`config.mk`:
```
export PLATFORM = sky130hd
export DESIGN_NAME = vmem_rect_fill_ctrl
export DESIGN_NICKNAME = d
export VERILOG_FILES = /design/src/rtl/vmem_rect_fill_ctrl.sv
export SDC_FILE = /design/constraint.sdc
export NUM_CORES = 1
export LEC_CHECK = 0
export ABC_AREA = 1
export BUFFER_PORTS_ARGS = -buffer_cell sky130_fd_sc_hd__clkbuf_2
export CORE_MARGIN = 2
export CORE_UTILIZATION = 55
export CTS_BUF_LIST = sky130_fd_sc_hd__clkbuf_8
export CTS_CLUSTER_DIAMETER = 150
export DETAILED_ROUTE_END_ITERATION = 8
export GPL_TIMING_DRIVEN = 0
export HOLD_SLACK_MARGIN = 0.05
export PLACE_DENSITY = 0.76
export SYNTH_ARGS = -nofsm -noshare
export SYNTH_HDL_FRONTEND = slang
export SYNTH_SLANG_ARGS = --single-unit
```
`constraint.sdc`:
```
create_clock -name Clock -period 7.3 [get_ports Clock]
set_input_delay 0 -clock Clock [delete_from_list [all_inputs] [get_ports Clock]]
set_output_delay 0 -clock Clock [all_outputs]
set_load 0.03 [all_outputs]
```
`src/rtl/vmem_rect_fill_ctrl.sv`:
```
// Video memory write sequencer. Shares the video RAM write port between the
// CPU single-pixel path (fixed priority) and a rectangle-fill raster engine.
module vmem_rect_fill_ctrl #(
  parameter int X_WIDTH    = 9,
  parameter int Y_WIDTH    = 8,
  parameter int X_SIZE     = 400,
  parameter int Y_SIZE     = 240,
  parameter int ADDR_WIDTH = 17,
  parameter int DATA_WIDTH = 3
) (
  input  logic                  Clock,
  input  logic                  Reset,
  input  logic                  iCmdValid,
  output logic                  oCmdReady,
  input  logic [X_WIDTH-1:0]    iCmdX0,
  input  logic [Y_WIDTH-1:0]    iCmdY0,
  input  logic [X_WIDTH-1:0]    iCmdW,
  input  logic [Y_WIDTH-1:0]    iCmdH,
  input  logic [DATA_WIDTH-1:0] iCmdColor,
  input  logic                  iCpuWriteEnable,
  input  logic [ADDR_WIDTH-1:0] iCpuWriteAddress,
  input  logic [DATA_WIDTH-1:0] iCpuDataIn,
  output logic                  oVmemWriteEnable,
  output logic [ADDR_WIDTH-1:0] oVmemWriteAddress,
  output logic [DATA_WIDTH-1:0] oVmemDataIn,
  output logic                  oBusy,
  output logic                  oDone
);

  typedef enum logic [1:0] {
    IDLE = 2'd0,
    FILL = 2'd1,
    DONE = 2'd2
  } state_t;

  localparam logic [X_WIDTH:0]      XSizeX = (X_WIDTH+1)'(X_SIZE);
  localparam logic [Y_WIDTH:0]      YSizeY = (Y_WIDTH+1)'(Y_SIZE);
  localparam logic [ADDR_WIDTH-1:0] XSizeA = ADDR_WIDTH'(X_SIZE);

  // Row base of the first row. X_SIZE is a constant, so this is a fixed
  // shift-and-add network; later rows only ever add X_SIZE to it.
  function automatic logic [ADDR_WIDTH-1:0] rowBaseOf(input logic [Y_WIDTH-1:0] y);
    logic [ADDR_WIDTH-1:0] acc;
    acc = '0;
    for (int b = 0; b < ADDR_WIDTH; b++) begin
      if (XSizeA[b]) acc = acc + (ADDR_WIDTH'(y) << b);
    end
    return acc;
  endfunction

  state_t                state_q;
  logic [X_WIDTH-1:0]    x0_q;
  logic [X_WIDTH-1:0]    curX_q;
  logic [Y_WIDTH-1:0]    curY_q;
  logic [X_WIDTH-1:0]    lastX_q;
  logic [Y_WIDTH-1:0]    lastY_q;
  logic [ADDR_WIDTH-1:0] rowBase_q;
  logic [DATA_WIDTH-1:0] color_q;
  logic                  wrEn_q;
  logic [ADDR_WIDTH-1:0] wrAddr_q;
  logic [DATA_WIDTH-1:0] wrData_q;

  logic [X_WIDTH:0]      xRoom;
  logic [Y_WIDTH:0]      yRoom;
  logic [X_WIDTH-1:0]    wClip;
  logic [Y_WIDTH-1:0]    hClip;
  logic                  cmdEmpty;
  logic [X_WIDTH-1:0]    lastX_d;
  logic [Y_WIDTH-1:0]    lastY_d;
  logic [ADDR_WIDTH-1:0] fillAddr_d;

  // Clip the incoming command against the screen edges and form the
  // current fill pixel address from the running row base.
  always_comb begin
    xRoom    = XSizeX - {1'b0, iCmdX0};
    yRoom    = YSizeY - {1'b0, iCmdY0};
    wClip    = ({1'b0, iCmdW} < xRoom) ? iCmdW : xRoom[X_WIDTH-1:0];
    hClip    = ({1'b0, iCmdH} < yRoom) ? iCmdH : yRoom[Y_WIDTH-1:0];
    cmdEmpty = ({1'b0, iCmdX0} >= XSizeX) || ({1'b0, iCmdY0} >= YSizeY) ||
               (iCmdW == '0) || (iCmdH == '0);
    lastX_d  = iCmdX0 + wClip - X_WIDTH'(1);
    lastY_d  = iCmdY0 + hClip - Y_WIDTH'(1);
    fillAddr_d = rowBase_q + {{(ADDR_WIDTH-X_WIDTH){1'b0}}, curX_q};
  end

  // Fill FSM plus write-port arbitration; the CPU wins every cycle it asks,
  // which simply freezes the raster position for that cycle.
  always_ff @(posedge Clock) begin
    if (!Reset) begin
      state_q   <= IDLE;
      x0_q      <= '0;
      curX_q    <= '0;
      curY_q    <= '0;
      lastX_q   <= '0;
      lastY_q   <= '0;
      rowBase_q <= '0;
      color_q   <= '0;
      wrEn_q    <= 1'b0;
      wrAddr_q  <= '0;
      wrData_q  <= '0;
    end else begin
      wrEn_q <= 1'b0;
      if (iCpuWriteEnable) begin
        wrEn_q   <= 1'b1;
        wrAddr_q <= iCpuWriteAddress;
        wrData_q <= iCpuDataIn;
      end
      case (state_q)
        IDLE: begin
          if (iCmdValid) begin
            x0_q      <= iCmdX0;
            curX_q    <= iCmdX0;
            curY_q    <= iCmdY0;
            lastX_q   <= lastX_d;
            lastY_q   <= lastY_d;
            rowBase_q <= rowBaseOf(iCmdY0);
            color_q   <= iCmdColor;
            state_q   <= cmdEmpty ? DONE : FILL;
          end
        end
        FILL: begin
          if (!iCpuWriteEnable) begin
            wrEn_q   <= 1'b1;
            wrAddr_q <= fillAddr_d;
            wrData_q <= color_q;
            if (curX_q == lastX_q) begin
              if (curY_q == lastY_q) begin
                state_q <= DONE;
              end else begin
                curX_q    <= x0_q;
                curY_q    <= curY_q + Y_WIDTH'(1);
                rowBase_q <= rowBase_q + XSizeA;
              end
            end else begin
              curX_q <= curX_q + X_WIDTH'(1);
            end
          end
        end
        DONE: begin
          state_q <= IDLE;
        end
        default: begin
          state_q <= IDLE;
        end
      endcase
    end
  end

  assign oCmdReady         = (state_q == IDLE);
  assign oBusy             = (state_q != IDLE);
  assign oDone             = (state_q == DONE);
  assign oVmemWriteEnable  = wrEn_q;
  assign oVmemWriteAddress = wrAddr_q;
  assign oVmemDataIn       = wrData_q;

endmodule
```
==> reports/qor.txt <==
CLOCK TREE
-------------------------------------------------------------------------------------
Count of instances resized after the clock tree is built                            0
Clock insertion delay at the later pin of the skew report                      360 ps
Clock-pin slew of the registers on the worst-case setup and hold paths          80 ps
CTS tree                                                                          yes
H-tree level count                                                                  3
Clock Sink Count                                                                   82
CTS root buffer                                                              clkbuf_8
Buffer levels on the longest clock path                                             2
Clock buffer count from CTS                                                         9

SETUP PATH
-------------------------------------------------------------------------------------
Data required time of the critical path                                       7560 ps
Nature of the critical path startpoint                                      input pin
Nature of the critical path endpoint                                        flip-flop
Arr. time, crit path                                                          4480 ps
Cell seen most often among critical-path stages                               nand2_1
Delay of the slowest critical-path stage                                       540 ps
Crit path buf inv count                                                             7
CP delay by family, top                                                  simple AND/OR/NAND/NOR gates
Critical Path Fanout Max                                                           10
Class of the most critical setup path                                    input pin to flip-flop
Slowest stage cell on the critical path                                  dlygate4sd3_1

STA
-------------------------------------------------------------------------------------
Sum of negative setup slack                                                      0 ps
Final period demand of the worst path                                         4210 ps
Final critical-path share of the clock period                                   57.7%
RSZ-0062 raised after global routing                                            false
Final setup violation count                                                         0
Clock Skews                                                                   5.71 ps
Hold violation count in the final report                                            0
Max Slew Vio Count                                                                  0
Maximum clock frequency                                                       237 MHz
Worst slew pin tran                                                            618 ps
Worst slew margin relative to its limit                                         58.8%
Worst setup margin                                                            3090 ps

LOGIC SYNTHESIS
-------------------------------------------------------------------------------------
Share of synthesized area spent on multiplexers                                0.305%
Cell type with the highest aggregate area in the netlist                      dfxtp_1
Simple-gate portion of the synthesized area                                     24.6%
Sequential element share of the synthesized area                                25.0%
Dominant cell by count in the synthesized netlist                             nand2_1
Xor/xnor share of the synthesized area                                          7.07%
Seq cells post-synth                                                               82
Number of warning messages in the yosys log                                         0
Mean Syn Cell Area                                                           6.63 µm²
Fraction of synthesized cell area taken by the top area cell type               25.0%
Dominant combinational cell family by area after synthesis               simple AND/OR/NAND/NOR gates
Mapped Area                                                               0.00656 mm²
Post-synthesis instance total                                                     989
Number of flops mapped to enable cells by yosys                                     0
Post-Synth Adder-Cell Area                                                      13.8%
Commonest cells in the netlist                                           nand2_1, inv_1, o21ai_0
Main area contributors after synthesis                                   dfxtp_1, ha_1, nand2_1, o21ai_0, inv_1
Complex-gate fraction of the synthesized area                                   19.3%
Post-synth top flop                                                           dfxtp_1
Share of synthesized flip-flops with an asynchronous set or reset                  0%
Yosys cell types                                                                   42
Number of nets produced by synthesis                                             1120

POWER AND IR DROP
-------------------------------------------------------------------------------------
Worst VDD drop                                                                 108 µV
Power dissipated by switching net loads                                    0.000783 W
Leakage                                                                       3.85 nW
Power per cell area                                                        242 mW/mm²
Sequential power share                                                          32.9%
Combinational cell fraction of total power                                      46.2%
Clock share of power                                                            20.9%
Switching portion of total power                                                41.9%
Overall power consumption                                                   0.00187 W
Internal cell power                                                         0.00109 W

GLOBAL ROUTE
-------------------------------------------------------------------------------------
Number of global-route vias before repair                                        6215
Pin count of the biggest net entering global routing                               14
Total grt overflow                                                                  0
GRT Util Overall                                                                27.5%
Wire length of the first global-routing pass                                 28800 µm
Initial antenna violation count                                                     0

PLACEMENT
-------------------------------------------------------------------------------------
Global placer's final weighted congestion                                       0.936
Worst setup timing slack at the placement stage                               3180 ps
Buffers added on ports                                                             84
Sum of net half-perimeters after detailed placement                          13100 µm

ROUTING
-------------------------------------------------------------------------------------
Routed vias                                                                      6697
DRT antenna net count                                                               0
Routed Wire Length                                                           17100 µm
Length of the first detailed-routing pass in iterations                             7
Wire length per cell after detailed routing                                   13.5 µm
Ratio of routed vias to standard cells                                           5.29
DRC viols                                                                          13
DR iter-0 viols                                                                   461

FLOORPLAN
-------------------------------------------------------------------------------------
Chip width                                                                     113 µm
Floorplan die area                                                         0.0128 mm²
I/O pin count                                                                      85
Initial Utilization                                                             57.0%
Placeable Area                                                             0.0115 mm²
Placement row count                                                                39
Die H                                                                          113 µm

RUN STATUS
-------------------------------------------------------------------------------------
Violations in the final reports                                                   DRC
Outcome                                                                  complete, but fails checks

LAYOUT
-------------------------------------------------------------------------------------
Area Growth Syn to Fin                                                          17.7%
Final #Nets                                                                      1248
Count of antenna diodes in the layout                                               0
Share of layout cells above drive strength 1                                    12.4%

RUN
-------------------------------------------------------------------------------------
Count of maximum capacitance violations                                             0

MIN PATH
-------------------------------------------------------------------------------------
Class of the worst hold path                                             input pin to flip-flop

[sequential cells by signal, summed over array words and instances (netlist names)]
register           cells
oVmemWriteAddress     17
rowBase_q             13
curX_q                 9
lastX_q                9
x0_q                   9
curY_q                 8
lastY_q                8
color_q                3
oVmemDataIn            3
state_q                2
oVmemWriteEnable       1
[stage by stage]
step	hold WS, ps	cell area (µm²)	utilization, %	cells
2_1_floorplan	135	6560	-	989
3_3_place_gp	224	7160	62.2	1216
3_5_place_dp	228	7160	62.2	1216
4_1_cts	63.6	7720	67.1	1265
5_1_grt	108	7720	67.1	1265
6_report	88.8	7720	67.1	1265
[cell type report]
type | count | area (µm²)
Tap cell | 143 | 179
Clock inverter | 7 | 110
Multi-Input combinational cell | 745 | 4270
Inverter | 128 | 483
Sequential cell | 82 | 1640
Timing Repair Buffer | 117 | 751
Buffer | 34 | 168
Fill cell | 1065 | 3790
Clock buffer | 9 | 124
[cell families after synthesis]
family,after synthesis
fa+ha+maj,70
flops,82
compound gates,232
buf+inv,162
simple gates,388
xor+xnor,53
mux,2
[per-layer routing]
| layer | GRT usage, % | wire, µm | vias to the layer above |
|---|---|---|---|
| li1 | - | - | 3518 |
| met1 | 38.1 | 8100 | 2942 |
| met2 | 45.3 | 7690 | 213 |
| met3 | 1.93 | 1030 | 24 |
| met4 | 9.92 | 271 | 0 |
| met5 | 0 | 0 | - |
[what timing repair did]
action / in CTS / in global routing
endpoints found under the hold margin: 33 / 0
setup buffers: 0 / 0
hold buffers: 33 / 0
[path summary, 6_finish.rpt]
path	start	end	slack [ps]	cells past startpoint
setup reg to reg	curX_q[5]	oVmemWriteAddress[12]	5250	14
hold reg to reg	oVmemWriteAddress[1]	oVmemWriteAddress[1]	480	2
hold / removal	iCpuWriteEnable	oVmemDataIn[0]	90	4
setup / recovery	iCmdX0[0]	lastX_q[7]	3090	31
[worst register-to-register path: stages (launching register included)]
cell and delay (ps):
dfxtp_1 470, ha_1 300, a21o_1 240, nand2_1 80, nand2_1 70, nand2_1 60
nand2_1 70, nand2_1 80, nand2_1 90, nand2_1 110, inv_1 70, nand2_1 70
nand2_1 50, a21oi_1 120, nor2_1 50
[power by group through the flow]
stage          sequential (W)  clock (W)  combinational, W
2_1_floorplan        0.000618          0          0.000629
3_3_place_gp         0.000619          0          0.000827
3_5_place_dp         0.000621          0          0.000841
4_1_cts              0.000612   0.000394          0.000860
5_1_grt              0.000625   0.000409          0.000989
6_report             0.000615   0.000391          0.000864
[placed cells by master, fill, tap and decap left out, drive strengths merged, types with 3 or more instances in the layout]
cell	count
inv	130
nand3	43
nor3	15
xnor2	9
clkbuf	117
bufinv	3
nand4	7
or2	4
nor2	99
xor2	44
fa	4
dfxtp	82
nor4	3
nand2	215
buf	10
dlygate4sd3	33
a21oi	82
ha	66
o21ai	116
a22o	6
a31oi	15
(Power assumes the default switching activity.)
